[config.mk]
export PLATFORM = sky130hd
export DESIGN_NAME = par2ser
export DESIGN_NICKNAME = d
export VERILOG_FILES = /design/src/rtl/p2s_pkg.sv /design/src/rtl/p2s_bitcnt.sv /design/src/rtl/par2ser.sv
export SDC_FILE = /design/constraint.sdc
export NUM_CORES = 1
export LEC_CHECK = 0
export CORE_MARGIN = 2
export CORE_UTILIZATION = 45
export DETAILED_ROUTE_END_ITERATION = 8
export GPL_ROUTABILITY_DRIVEN = 0
export HOLD_SLACK_MARGIN = 0.02
export PLACE_DENSITY = 0.72
export SYNTH_ARGS = -nofsm -noshare
export SYNTH_HDL_FRONTEND = slang
export SYNTH_HIERARCHICAL = 1
export SYNTH_SLANG_ARGS = --single-unit
[constraint.sdc]
create_clock -name clk -period 2.8 [get_ports clk]
set_input_delay 0.84 -clock clk [delete_from_list [all_inputs] [get_ports clk]]
set_output_delay 0.84 -clock clk [all_outputs]
set_load 0.1 [all_outputs]
[src/rtl/p2s_pkg.sv]
// Shared types for the parallel-to-serial converter: FSM state encoding and frame length.
// No logic; P2S_PARITY_EN selects whether a trailing even-parity bit is part of the frame.
// Backpressure: not applicable.
package p2s_pkg;

    typedef enum logic [1:0] {
        IDLE   = 2'd0,
        SHIFT  = 2'd1,
        PARITY = 2'd2
    } p2s_state_t;

`ifdef P2S_PARITY_EN
    localparam bit PARITY_ON = 1'b1;
`else
    localparam bit PARITY_ON = 1'b0;
`endif

    // Serial bits per frame: data bits plus the optional parity bit.
    function automatic int frame_len(input int width, input bit parity_en);
        return parity_en ? width + 1 : width;
    endfunction

endpackage

[src/rtl/p2s_bitcnt.sv]
// Counts accepted serial bits of a frame; done flags the final data bit (count == MAX-1).
// Latency: count updates on the edge after enable; clear has priority and acts the same edge.
// Backpressure: none, the caller gates enable with the bit handshake.
module p2s_bitcnt #(
    parameter int MAX = 8
) (
    input  logic                       clk,
    input  logic                       reset,
    input  logic                       clear,
    input  logic                       enable,
    output logic [$clog2(MAX+1)-1:0]   count,
    output logic                       done
);

    localparam int CW = $clog2(MAX + 1);

    always_ff @(posedge clk or posedge reset) begin
        if (reset) begin
            count <= '0;
        end else if (clear) begin
            count <= '0;
        end else if (enable) begin
            count <= count + CW'(1);
        end
    end

    assign done = (count == CW'(MAX - 1));

endmodule

[src/rtl/par2ser.sv]
// Parallel-to-serial converter; with P2S_PARITY_EN a trailing even-parity bit ends each frame.
// Latency: first serial bit valid the cycle after the word is accepted; back-to-back frames have no bubble.
// Backpressure: ser_ready_i low freezes the serial outputs; in_ready_o only in IDLE or on the final bit handshake.
module par2ser
    import p2s_pkg::*;
#(
    parameter int WIDTH     = 8,
    parameter int LSB_FIRST = 1
) (
    input  logic             clk,
    input  logic             reset,
    input  logic             in_valid_i,
    output logic             in_ready_o,
    input  logic [WIDTH-1:0] in_data_i,
    output logic             ser_o,
    output logic             ser_valid_o,
    output logic             ser_last_o,
    input  logic             ser_ready_i,
    output logic             busy_o
);

    localparam int CNT_W = $clog2(WIDTH + 1);

    p2s_state_t       state;
    p2s_state_t       state_nxt;
    logic [WIDTH-1:0] word_q;
    logic [WIDTH-1:0] word_ord;
    logic [CNT_W-1:0] cnt;
    logic             cnt_done;
    logic             data_bit;
    logic             load;
    logic             advance;

    assign load    = in_valid_i && in_ready_o;
    assign advance = ser_valid_o && ser_ready_i;

    p2s_bitcnt #(.MAX(WIDTH)) u_bitcnt (
        .clk    (clk),
        .reset  (reset),
        .clear  (load),
        .enable (advance && (state == SHIFT)),
        .count  (cnt),
        .done   (cnt_done)
    );

    always_ff @(posedge clk or posedge reset) begin
        if (reset) begin
            state <= IDLE;
        end else begin
            state <= state_nxt;
        end
    end

    always_comb begin
        state_nxt = state;
        case (state)
            IDLE: begin
                if (load) state_nxt = SHIFT;
            end
            SHIFT: begin
                if (advance && cnt_done) begin
`ifdef P2S_PARITY_EN
                    state_nxt = PARITY;
`else
                    state_nxt = load ? SHIFT : IDLE;
`endif
                end
            end
            PARITY: begin
`ifdef P2S_PARITY_EN
                if (advance) state_nxt = load ? SHIFT : IDLE;
`else
                state_nxt = IDLE;
`endif
            end
            default: state_nxt = IDLE;
        endcase
    end

    // The word is held whole; the bit counter selects the bit on the wire.
    always_ff @(posedge clk or posedge reset) begin
        if (reset) begin
            word_q <= '0;
        end else if (load) begin
            word_q <= in_data_i;
        end
    end

`ifdef P2S_PARITY_EN
    logic par_q;
    always_ff @(posedge clk or posedge reset) begin
        if (reset) begin
            par_q <= 1'b0;
        end else if (load) begin
            par_q <= ^in_data_i;
        end
    end
`endif

    always_comb begin
        for (int i = 0; i < WIDTH; i++) begin
            word_ord[i] = (LSB_FIRST != 0) ? word_q[i] : word_q[WIDTH-1-i];
        end
        data_bit = 1'b0;
        for (int i = 0; i < WIDTH; i++) begin
            if (cnt == CNT_W'(i)) data_bit = word_ord[i];
        end
    end

    always_comb begin
        ser_valid_o = (state != IDLE);
        busy_o      = (state != IDLE);
        ser_o       = 1'b0;
        ser_last_o  = 1'b0;
        case (state)
            SHIFT: begin
                ser_o = data_bit;
`ifndef P2S_PARITY_EN
                ser_last_o = cnt_done;
`endif
            end
            PARITY: begin
`ifdef P2S_PARITY_EN
                ser_o      = par_q;
                ser_last_o = 1'b1;
`endif
            end
            default: ;
        endcase
        in_ready_o = (state == IDLE) || (ser_valid_o && ser_ready_i && ser_last_o);
    end

endmodule

==> out/metrics.csv, run 1 <==
metric;value;unit
status;finished, final reports clean;
share of cells above drive strength 1;25.0;%
fin cells;87;
cells after synthesis;52;
Worst Setup Start Kind;flip-flop;
clock buffer count from CTS;3;
area fraction of the dominant cell type after synthesis;49.7;%
DIE WIDTH;42.1;um
Total Power;1.07;mW
Core ar.;1330;um2
fin util;67.1;%
grt met1 use;17.2;%
DP HPWL;889;um
post-synthesis cell type with the largest combined area;dfrtp_1;
setup TNS;0;ns
crit-path max FO;8;
Synth cell types;23;
top post-synthesis cells by area;dfrtp_1 50%, mux2_1 14%, mux4_1 4.0%, a21bo_2 3.1%, a2111oi_2 2.3%;
Final min period;2.65;ns
antenna fix cells;0;
Total Die Area;1780;um2
CTS tree;built;
Port Buffers;16;
CP peak stage delay;0.48;ns
met2 Resource Use GR;25.3;%
Setup Skew;0.000485;ns
worst path required time;1.96;ns
kind of critical path;reg -> out;
num ports;17;
sequential area share after synthesis;49.7;%
Final Slew Violations;0;
DRT Wirelength;1140;um
Setup WS pre-CTS;0.279;ns
Power per Cell Area;1190;nW/um2
hold-fix buffers at CTS;0;
initial antenna violation count;0;
worst setup path start;u_bitcnt/count[2]$_DFFE_PP0P_;
WL/cell;13.1;um
clock latency on the worst-skew pair;0.28;ns
worst min path class;reg -> reg;
Worst Tran Pin Value;0.356;ns
DP Area;868;um2
worst-case clock buffer depth;2;
DRT Pass-1 Iters;2;
post-route setup slack;0.152;ns
Post-Synthesis Net Count;65;
asr flop ratio synth;100;%
Synth Warn #;6;
Root Driver;clkbuf_4;
most frequent cells after synthesis;13 x dfrtp_1, 8 x mux2_1, 4 x inv_1, 4 x nor2_1;
worst r2r src;u_bitcnt/count[0]$_DFFE_PP0P_;
most common cell in the synthesized netlist;dfrtp_1;
FF+latch count, synth;13;
Clock Pin Slew Worst Setup and Hold Paths;0.07;ns
GRT overflow;0;
CP max stage cell;dfrtp_1;
vias per cell;5.11;
Slew HR;75.7;%
Lkg Pwr;0.397;nW
DR vias;445;
Iteration-0 DRC Markers;4;
Post-synth EDFFs;0;
# DRC;0;
CP endpoint kind;primary output;
main flop type after synthesis;dfrtp_1;
wire length of the first global-routing pass;1990;um
Final Setup Violations;0;
Fin. Hold Viols;0;
Initial Util;49.1;%
Critical Path, Cell by Cell;mux4_2 -> inv_2 -> a2111oi_4 -> buf_12;
Mapped Avg Cell Area;12.6;um2
die height;42.1;um
hold path startpoint;word_ord[0]$_DFFE_PP0P_;
Post-CTS Setup Repair Bufs;0;
vias in the first global route;444;
Final #Nets;86;
RSZ-0062 raised after global routing;false;
WHS;0.484;ns
htree depth;1;
met3 Track Usage GR;8.19;%
max cap viols;0;
final antenna-violating net count;0;
CTS Sinks;13;
largest net degree at the start of global routing;10;
# placed instances;83;
Area growth syn-to-layout;36.7;%
VDD IR max;612;uV
num rows;13;
period utilisation layout;94.6;%
Arrival @ worst endpoint;1.81;ns
gr usage total;16.1;%
post_cts resized;0;
Max Clk Rate;0.378;GHz
mapped cell area;654;um2
final instance area;895;um2
gr busiest metal;met2;
==> worst max-delay path, delay by kind of cell (launching register included) <==
| family | cells | cell delay [ns] |
|---|---|---|
| multiplexers | 1 | 0.39 |
| AO/OA/AOI/OAI | 1 | 0.39 |
| buffers and inverters | 2 | 0.26 |
| flip-flops | 1 | 0.48 |
==> cell type report <==
cell class              instances  area (um2)
clock buffers                   4        26.3
fillers                        96         439
repair buffers                 17         193
multi-input cells              34         315
inverters                       4        15.0
well taps                      15        18.8
flip-flops and latches         13         327
==> logic make-up (layout without fill, tap and decap cells) <==
group                      after synthesis  in the layout  share of synthesized area [%]
AOI/OAI and AO/OA                        5              5                           7.46
adders and majority gates                1              1                           1.91
buffers and inverters                    5             25                           3.44
muxes                                   12             12                           23.3
and+or+nand+nor                         15             15                           12.8
xor gates and xnor gates                 1              1                           1.34
DFF                                     13             13                           49.7
==> flip-flops by register name (all words and copies together) (netlist names) <==
signal	flops
state	1
u_bitcnt/count	4
word_ord	8
==> metal layers <==
metal  part of all wire, %  wire [um]
met5                     0          0
met4                   1.8         21
met3                   7.4         84
met2                    47        541
met1                    43        493
==> where the power goes <==
part / internal, mW / switching [mW]
combinational: 0.274 / 0.319
clock: 0.0554 / 0.0606
sequential: 0.275 / 0.0816
==> cells in the final DEF (no fill, tap or decap), types with 2 or more instances in the layout <==
cell and n:
dfrtp_1 12, clkdlybuf4s50_1 11, mux2_1 8, nor2_1 4, inv_1 3, clkbuf_4 3
buf_12 3, buf_4 3, a21bo_2 2, nand2b_1 2, and2_1 2, nor2b_1 2
==> final timing paths <==
kind / to / slack, ns / cells after the start
hold reg to reg: word_ord[0]$_DFFE_PP0P_ / 0.48 / 1
max in group asynchronous: state[0]$_DFFE_PP0P_ / 1.69 / 2
min in group asynchronous: u_bitcnt/count[0]$_DFFE_PP0P_ / 0.76 / 2
setup reg to reg: u_bitcnt/count[3]$_DFFE_PP0P_ / 0.90 / 8
hold / removal: word_ord[0]$_DFFE_PP0P_ / 0.48 / 1
setup / recovery: ser_o / 0.15 / 4
Note: power is estimated with default switching activity, not from simulation.
==> run 2: changes to the inputs <==
--- a/config.mk
+++ b/config.mk
@@ -11,6 +11,7 @@
 export GPL_ROUTABILITY_DRIVEN = 0
 export HOLD_SLACK_MARGIN = 0.02
 export PLACE_DENSITY = 0.72
+export REMOVE_ABC_BUFFERS = 1
 export SYNTH_ARGS = -nofsm -noshare
 export SYNTH_HDL_FRONTEND = slang
 export SYNTH_HIERARCHICAL = 1
==> run 2 against run 1 <==
Effect of this change: non-clock buffer count is 1 lower; die area did not move; final area fell by 0.56%; critical path type unchanged; largest cell class unchanged; largest power group unchanged.
==> out/metrics.csv, run 2 (same netlist as run 1, synthesis figures left out) <==
metric;value;unit;change
clock latency on the worst-skew pair;0.27;ns;about the same
Lkg Pwr;0.398;nW;+0.16%
Final min period;2.68;ns;+0.0281 ns
fillers;112;;+17%
VDD IR max;787;uV;+29%
R2R Setup Slk;0.85;ns;-0.05 ns
clock buffer count from CTS;3;;unchanged
CTS tree;built;;
r2r endpoint;u_bitcnt/count[3]$_DFFE_PP0P_;;
max cap viols;0;;unchanged
worst-case clock buffer depth;2;;unchanged
Root Driver;clkbuf_4;;
Port Buffers;16;;unchanged
vias in the first global route;459;;+3.4%
Arrival @ worst endpoint;1.84;ns;+0.03 ns
vias per cell;5.17;;+1.2%
met3 Track Usage GR;4.31;%;-3.9 points
share of cells above drive strength 1;19.7;%;-5.3 points
Initial Util;49.1;%;unchanged
Max Clk Rate;0.374;GHz;-1.0%
period utilisation layout;95.6;%;+1.0 points
num rows;13;;unchanged
wire length of the first global-routing pass;2060;um;+3.5%
Total Die Area;1780;um2;unchanged
gr busiest metal;met2;;
final antenna-violating net count;0;;unchanged
DP HPWL;903;um;+1.5%
GRT overflow;0;;unchanged
combined area of the multi-input logic cells;319;um2;+1.2%
hold-fix buffers at CTS;0;;unchanged
setup TNS;0;ns;unchanged
WHS Path Cells;1;;unchanged
Iteration-0 DRC Markers;11;;+7
htree depth;1;;unchanged
# DRC;0;;unchanged
Slew HR;45.7;%;-30 points
worst min path class;reg -> reg;;
worst path required time;1.96;ns;about the same
Clock Pin Slew Worst Setup and Hold Paths;0.08;ns;about the same
num ports;17;;unchanged
commonest non-fill, non-tap cell in the layout;dfrtp_1;;
Worst Tran Pin Value;0.794;ns;+0.438 ns
worst r2r src;u_bitcnt/count[0]$_DFFE_PP0P_;;
Final #Nets;85;;-1.2%
max reg flops;8;;unchanged
status;finished, final reports clean;;
Area growth syn-to-layout;35.9;%;
Worst Reg-to-Reg Cells;8;;unchanged
Core ar.;1330;um2;unchanged
DIE WIDTH;42.1;um;unchanged
DR vias;445;;unchanged
crit-path max FO;8;;unchanged
gr usage total;15.6;%;-0.44 points
Setup Skew;0.00318;ns;+0.00270 ns
Worst Setup Start Kind;flip-flop;;
kind of critical path;reg -> out;;
CTS Sinks;13;;unchanged
Worst Hold Path EP;word_ord[3]$_DFFE_PP0P_;;
most frequent cells in the layout;13 x dfrtp_1, 11 x clkdlybuf4s50_1, 8 x mux2_1;;
WHS;0.494;ns;+0.00949 ns
WL/cell;13.8;um;+5.2%
die height;42.1;um;unchanged
met2 Resource Use GR;22.8;%;-2.5 points
hold path startpoint;word_ord[3]$_DFFE_PP0P_;;
CP endpoint kind;primary output;;
Final Setup Violations;0;;unchanged
Final Slew Violations;0;;unchanged
antenna fix cells;0;;unchanged
Power per Cell Area;1180;nW/um2;-1.2%
FF/Latch Area;325;um2;-0.38%
DRT Wirelength;1190;um;+3.9%
Fin. Hold Viols;0;;unchanged
initial antenna violation count;0;;unchanged
grt met1 use;20.5;%;+3.3 points
largest net degree at the start of global routing;10;;unchanged
Post-CTS Setup Repair Bufs;0;;unchanged
DRT Pass-1 Iters;4;;+2
## run 2: changes by cell type in the layout (fill, tap and decap cells not counted)
cell     delta
inv_2       -1
inv_1       +1
mux4_2      -1
dfrtp_1     +1
dfrtp_2     -1
buf_4       -1
mux4_1      +1
## run 2: repair_timing
action | in CTS | in global routing
resized for setup | 0 | 1
setup endpoints to repair | 0 | 1
hold endpoints to repair | 0 | 0
## run 2: layout make-up
type,count,area share (%)
flip-flops and latches,13,36.6
repair buffers,16,20.8
well taps,15,2.11
multi-input cells,34,35.9
inverters,4,1.69
clock buffers,4,2.95
## run 2: report_power, final
group          internal, mW  switching [mW]
logic                 0.262           0.312
clock network        0.0552          0.0622
registers             0.275          0.0812
total                 0.592           0.456
## run 2: critical path: stages, from the launching register on
cell and delay, ns:
dfrtp_1 0.49, nor2b_1 0.07, a2111oi_0 0.72, a2111oi_4 0.07, buf_12 0.21
## run 2: metal layers
layer / routed length [um] / share of wire [%]
met1: 519 / 44
met2: 562 / 47
met3: 96 / 8.1
met4: 7 / 0.59
met5: 0 / 0
## run 2: how the worst max path moves through the flow
stage                            end                     startpoint  cells after the start
after floorplan                ser_o           state[0]$_DFFE_PP0P_                      2
after detailed placement  in_ready_o                    ser_ready_i                      3
after global placement    in_ready_o                    ser_ready_i                      3
final                          ser_o  u_bitcnt/count[2]$_DFFE_PP0P_                      4
after global routing           ser_o  u_bitcnt/count[2]$_DFFE_PP0P_                      4
after CTS                      ser_o  u_bitcnt/count[2]$_DFFE_PP0P_                      4
## run 2: per-stage QoR
step           power, mW  utilization [%]  worst slack [ns]  cell area (um2)  std cells
6_report            1.05             66.7             0.124              890         86
5_1_grt             1.11             66.7           -0.0266              890         86
4_1_cts             1.03             65.8            0.0774              877         86
3_5_place_dp       0.911             63.8             0.280              851         82
3_3_place_gp       0.900             63.8             0.297              851         82
2_1_floorplan      0.732                -             -1.73              647         51
==> run 3: changes to the inputs <==
--- a/config.mk
+++ b/config.mk
@@ -5,14 +5,15 @@
 export SDC_FILE = /design/constraint.sdc
 export NUM_CORES = 1
 export LEC_CHECK = 0
+export CORE_ASPECT_RATIO = 1.25
 export CORE_MARGIN = 2
 export CORE_UTILIZATION = 45
+export CTS_CLUSTER_SIZE = 40
 export DETAILED_ROUTE_END_ITERATION = 8
 export GPL_ROUTABILITY_DRIVEN = 0
 export HOLD_SLACK_MARGIN = 0.02
-export PLACE_DENSITY = 0.72
+export PLACE_DENSITY = 0.7
 export REMOVE_ABC_BUFFERS = 1
 export SYNTH_ARGS = -nofsm -noshare
 export SYNTH_HDL_FRONTEND = slang
-export SYNTH_HIERARCHICAL = 1
 export SYNTH_SLANG_ARGS = --single-unit
==> run 3 against run 2 <==
Effect of this change: combinational power up 13%; final area is 16% higher; synthesized area increased by 14%; clock skew increased by 0.0032 ns; critical path type unchanged; critical path depth grew 2; power rose by 6.2%; the run now ends with negative setup slack left; first-iteration DRC count is 9.1% lower.
==> out/metrics.csv, run 3 <==
metric;value;unit;change
status;complete, but fails checks;;
failing checks;negative setup slack;;
Critical Path, Cell by Cell;ha_4 -> and2b_2 -> or4_4 -> a21oi_2 -> o221a_2 -> buf_12;;
worst-case clock buffer depth;2;;unchanged
die height;49.4;um;+17%
period utilisation layout;104;%;+8.7 points
Metal-1 WL;619;um;+19%
Arrival @ worst endpoint;2.08;ns;+0.24 ns
sequential area share after synthesis;43.8;%;-5.9 points
worst min path class;reg -> reg;;
Clock Pin Slew Worst Setup and Hold Paths;0.08;ns;about the same
asr flop ratio synth;100;%;unchanged
DRT Pass-1 Iters;4;;unchanged
DP HPWL;1030;um;+14%
main flop type after synthesis;dfrtp_1;;
DIE WIDTH;40.4;um;-4.2%
CTS Sinks;13;;unchanged
DR vias;518;;+16%
post-route setup slack;-0.119;ns;-0.243 ns
clock buffer count from CTS;3;;unchanged
initial antenna violation count;0;;unchanged
cells after synthesis;61;;+17%
most frequent cells after synthesis;13 x dfrtp_1, 7 x mux2_4, 6 x inv_1;;
Setup Skew;0.00639;ns;+0.00321 ns
Fin. Hold Viols;0;;unchanged
CP max stage cell;or4_4;;
most frequent cells in the layout;11 x clkdlybuf4s50_1, 11 x dfrtp_1, 7 x mux2_4;;
Top Metal Used;met4;;
DR WL met3;52;um;-46%
WL/cell;14.0;um;+1.4%
final instance area;1030;um2;+16%
Final min period;2.92;ns;+0.243 ns
Lkg Pwr;0.471;nW;+18%
Final Setup Violations;1;;+1
CTS tree;built;;
Mapped Avg Cell Area;12.2;um2;-3.2%
Root Driver;clkbuf_4;;
wire length of the first global-routing pass;2290;um;+11%
area fraction of the dominant cell type after synthesis;43.8;%;-5.9 points
htree depth;1;;unchanged
antenna fix cells;0;;unchanged
num ports;17;;unchanged
kind of critical path;reg -> out;;
Synth cell types;28;;+22%
mapped cell area;743;um2;+14%
Synth Warn #;0;;-6
RSZ-0062 raised after global routing;true;;
fillers;122;;+8.9%
final antenna-violating net count;0;;unchanged
top post-synthesis cells by area;dfrtp_1 44%, mux2_4 14%, ha_1 6.7%, inv_1 3.0%, mux2_2 3.0%;;
crit-path max FO;4;;-4
max cap viols;0;;unchanged
Area growth syn-to-layout;38.7;%;
Iteration-0 DRC Markers;10;;-1
DP Area;923;um2;+8.5%
most common cell in the synthesized netlist;dfrtp_1;;
Total Power;1.11;mW;+6.2%
gr usage total;16.7;%;+1.1 points
largest net degree at the start of global routing;14;;+4
Final #Nets;101;;+19%
worst path required time;1.96;ns;about the same
Port Buffers;16;;unchanged
Worst Setup Start Kind;flip-flop;;
share of cells above drive strength 1;45.2;%;+26 points
CP peak stage delay;0.48;ns;-0.24 ns
Setup WS pre-CTS;0.0451;ns;-0.235 ns
CP endpoint kind;primary output;;
Worst Tran Pin Value;0.479;ns;-0.315 ns
setup TNS;-0.119;ns;-0.119 ns
combined area of the multi-input logic cells;404;um2;+27%
num rows;16;;+3
Total Die Area;1990;um2;+12%
Max Clk Rate;0.343;GHz;-8.3%
post-synthesis cell type with the largest combined area;dfrtp_1;;
Power per Cell Area;1080;nW/um2;-8.4%
vias per cell;5.08;;-1.9%
VDD IR max;626;uV;-20%
Post-synth EDFFs;0;;unchanged
clock latency on the worst-skew pair;0.27;ns;about the same
DRT Wirelength;1430;um;+20%
Initial Util;47.6;%;-1.5 points
vias in the first global route;537;;+17%
hold-fix buffers at CTS;0;;unchanged
DR WL met2;734;um;+31%
FF+latch count, synth;13;;unchanged
Core ar.;1560;um2;+17%
GRT overflow;0;;unchanged
max reg flops;8;;unchanged
Final Slew Violations;0;;unchanged
WHS;0.520;ns;+0.0265 ns
Slew HR;68.0;%;+22 points
FF/Latch Area;328;um2;+0.77%
# DRC;0;;unchanged
[run 3: changes by cell type in the layout (fill, tap and decap cells not counted), sizes merged, moves of 2 or more]
cell / delta
ha: +3
buf: +5
inv: +2
nand2b: -2
[run 3: metrics by stage]
stage	instances	utilization, %
after floorplan	59	-
after global placement	93	59.1
after detailed placement	93	59.1
after CTS	102	65.3
after global routing	102	66.0
final	102	66.0
[run 3: final timing paths]
path / start / cells past startpoint / end / slack, ns
worst max-delay path: u_bitcnt.count[0]$_DFFE_PP0P_ / 6 / ser_o / -0.12
worst min-delay path: word_ord[6]$_DFFE_PP0P_ / 1 / word_ord[6]$_DFFE_PP0P_ / 0.52
worst max register to register: u_bitcnt.count[1]$_DFFE_PP0P_ / 6 / word_ord[6]$_DFFE_PP0P_ / 0.96
worst min register to register: word_ord[6]$_DFFE_PP0P_ / 1 / word_ord[6]$_DFFE_PP0P_ / 0.52
max in group asynchronous: reset / 2 / u_bitcnt.count[1]$_DFFE_PP0P_ / 1.57
min in group asynchronous: reset / 2 / word_ord[0]$_DFFE_PP0P_ / 0.87
[run 3: layout make-up]
class	count	share of cell area, %
clock buffer	3	2.18
inverter	6	2.18
clock inverter	1	0.485
multi-input combinational	40	39.2
sequential	13	31.8
timing repair buffer	21	22.0
tap	18	2.18
[run 3: critical path: cells and delay by family (launching register included)]
family	cells	cell delay [ns]
adders and majority gates	1	0.18
and+or+nand+nor	2	0.66
AOI/OAI and AO/OA	2	0.33
buffers and inverters	1	0.17
DFF	1	0.46
[run 3: where the power goes]
part | switching, mW | internal [mW] | total (mW) | leakage, nW
clock | 0.0615 | 0.0528 | 0.114 | 0.0177
combinational | 0.330 | 0.319 | 0.649 | 0.301
sequential | 0.0755 | 0.274 | 0.349 | 0.153
[run 3: repair_timing]
item                       CTS  global route
setup endpoints to repair    1             1
gates resized for setup      8             4
setup buffers                5             0
pin swaps                    4             1
[run 3: logic make-up after synthesis]
family | after synthesis | share of synthesized area (%)
and+or+nand+nor | 15 | 12.1
DFF | 13 | 43.8
muxes | 10 | 18.5
AOI/OAI and AO/OA | 9 | 9.77
buffers and inverters | 8 | 6.73
adders and majority gates | 4 | 6.73
xor gates and xnor gates | 2 | 2.36
[run 3: routing by layer]
layer,vias up,global-route usage (%)
li1,255,-
met1,254,20.0
met2,7,26.2
met3,2,5.48
met4,0,6.67
met5,-,0
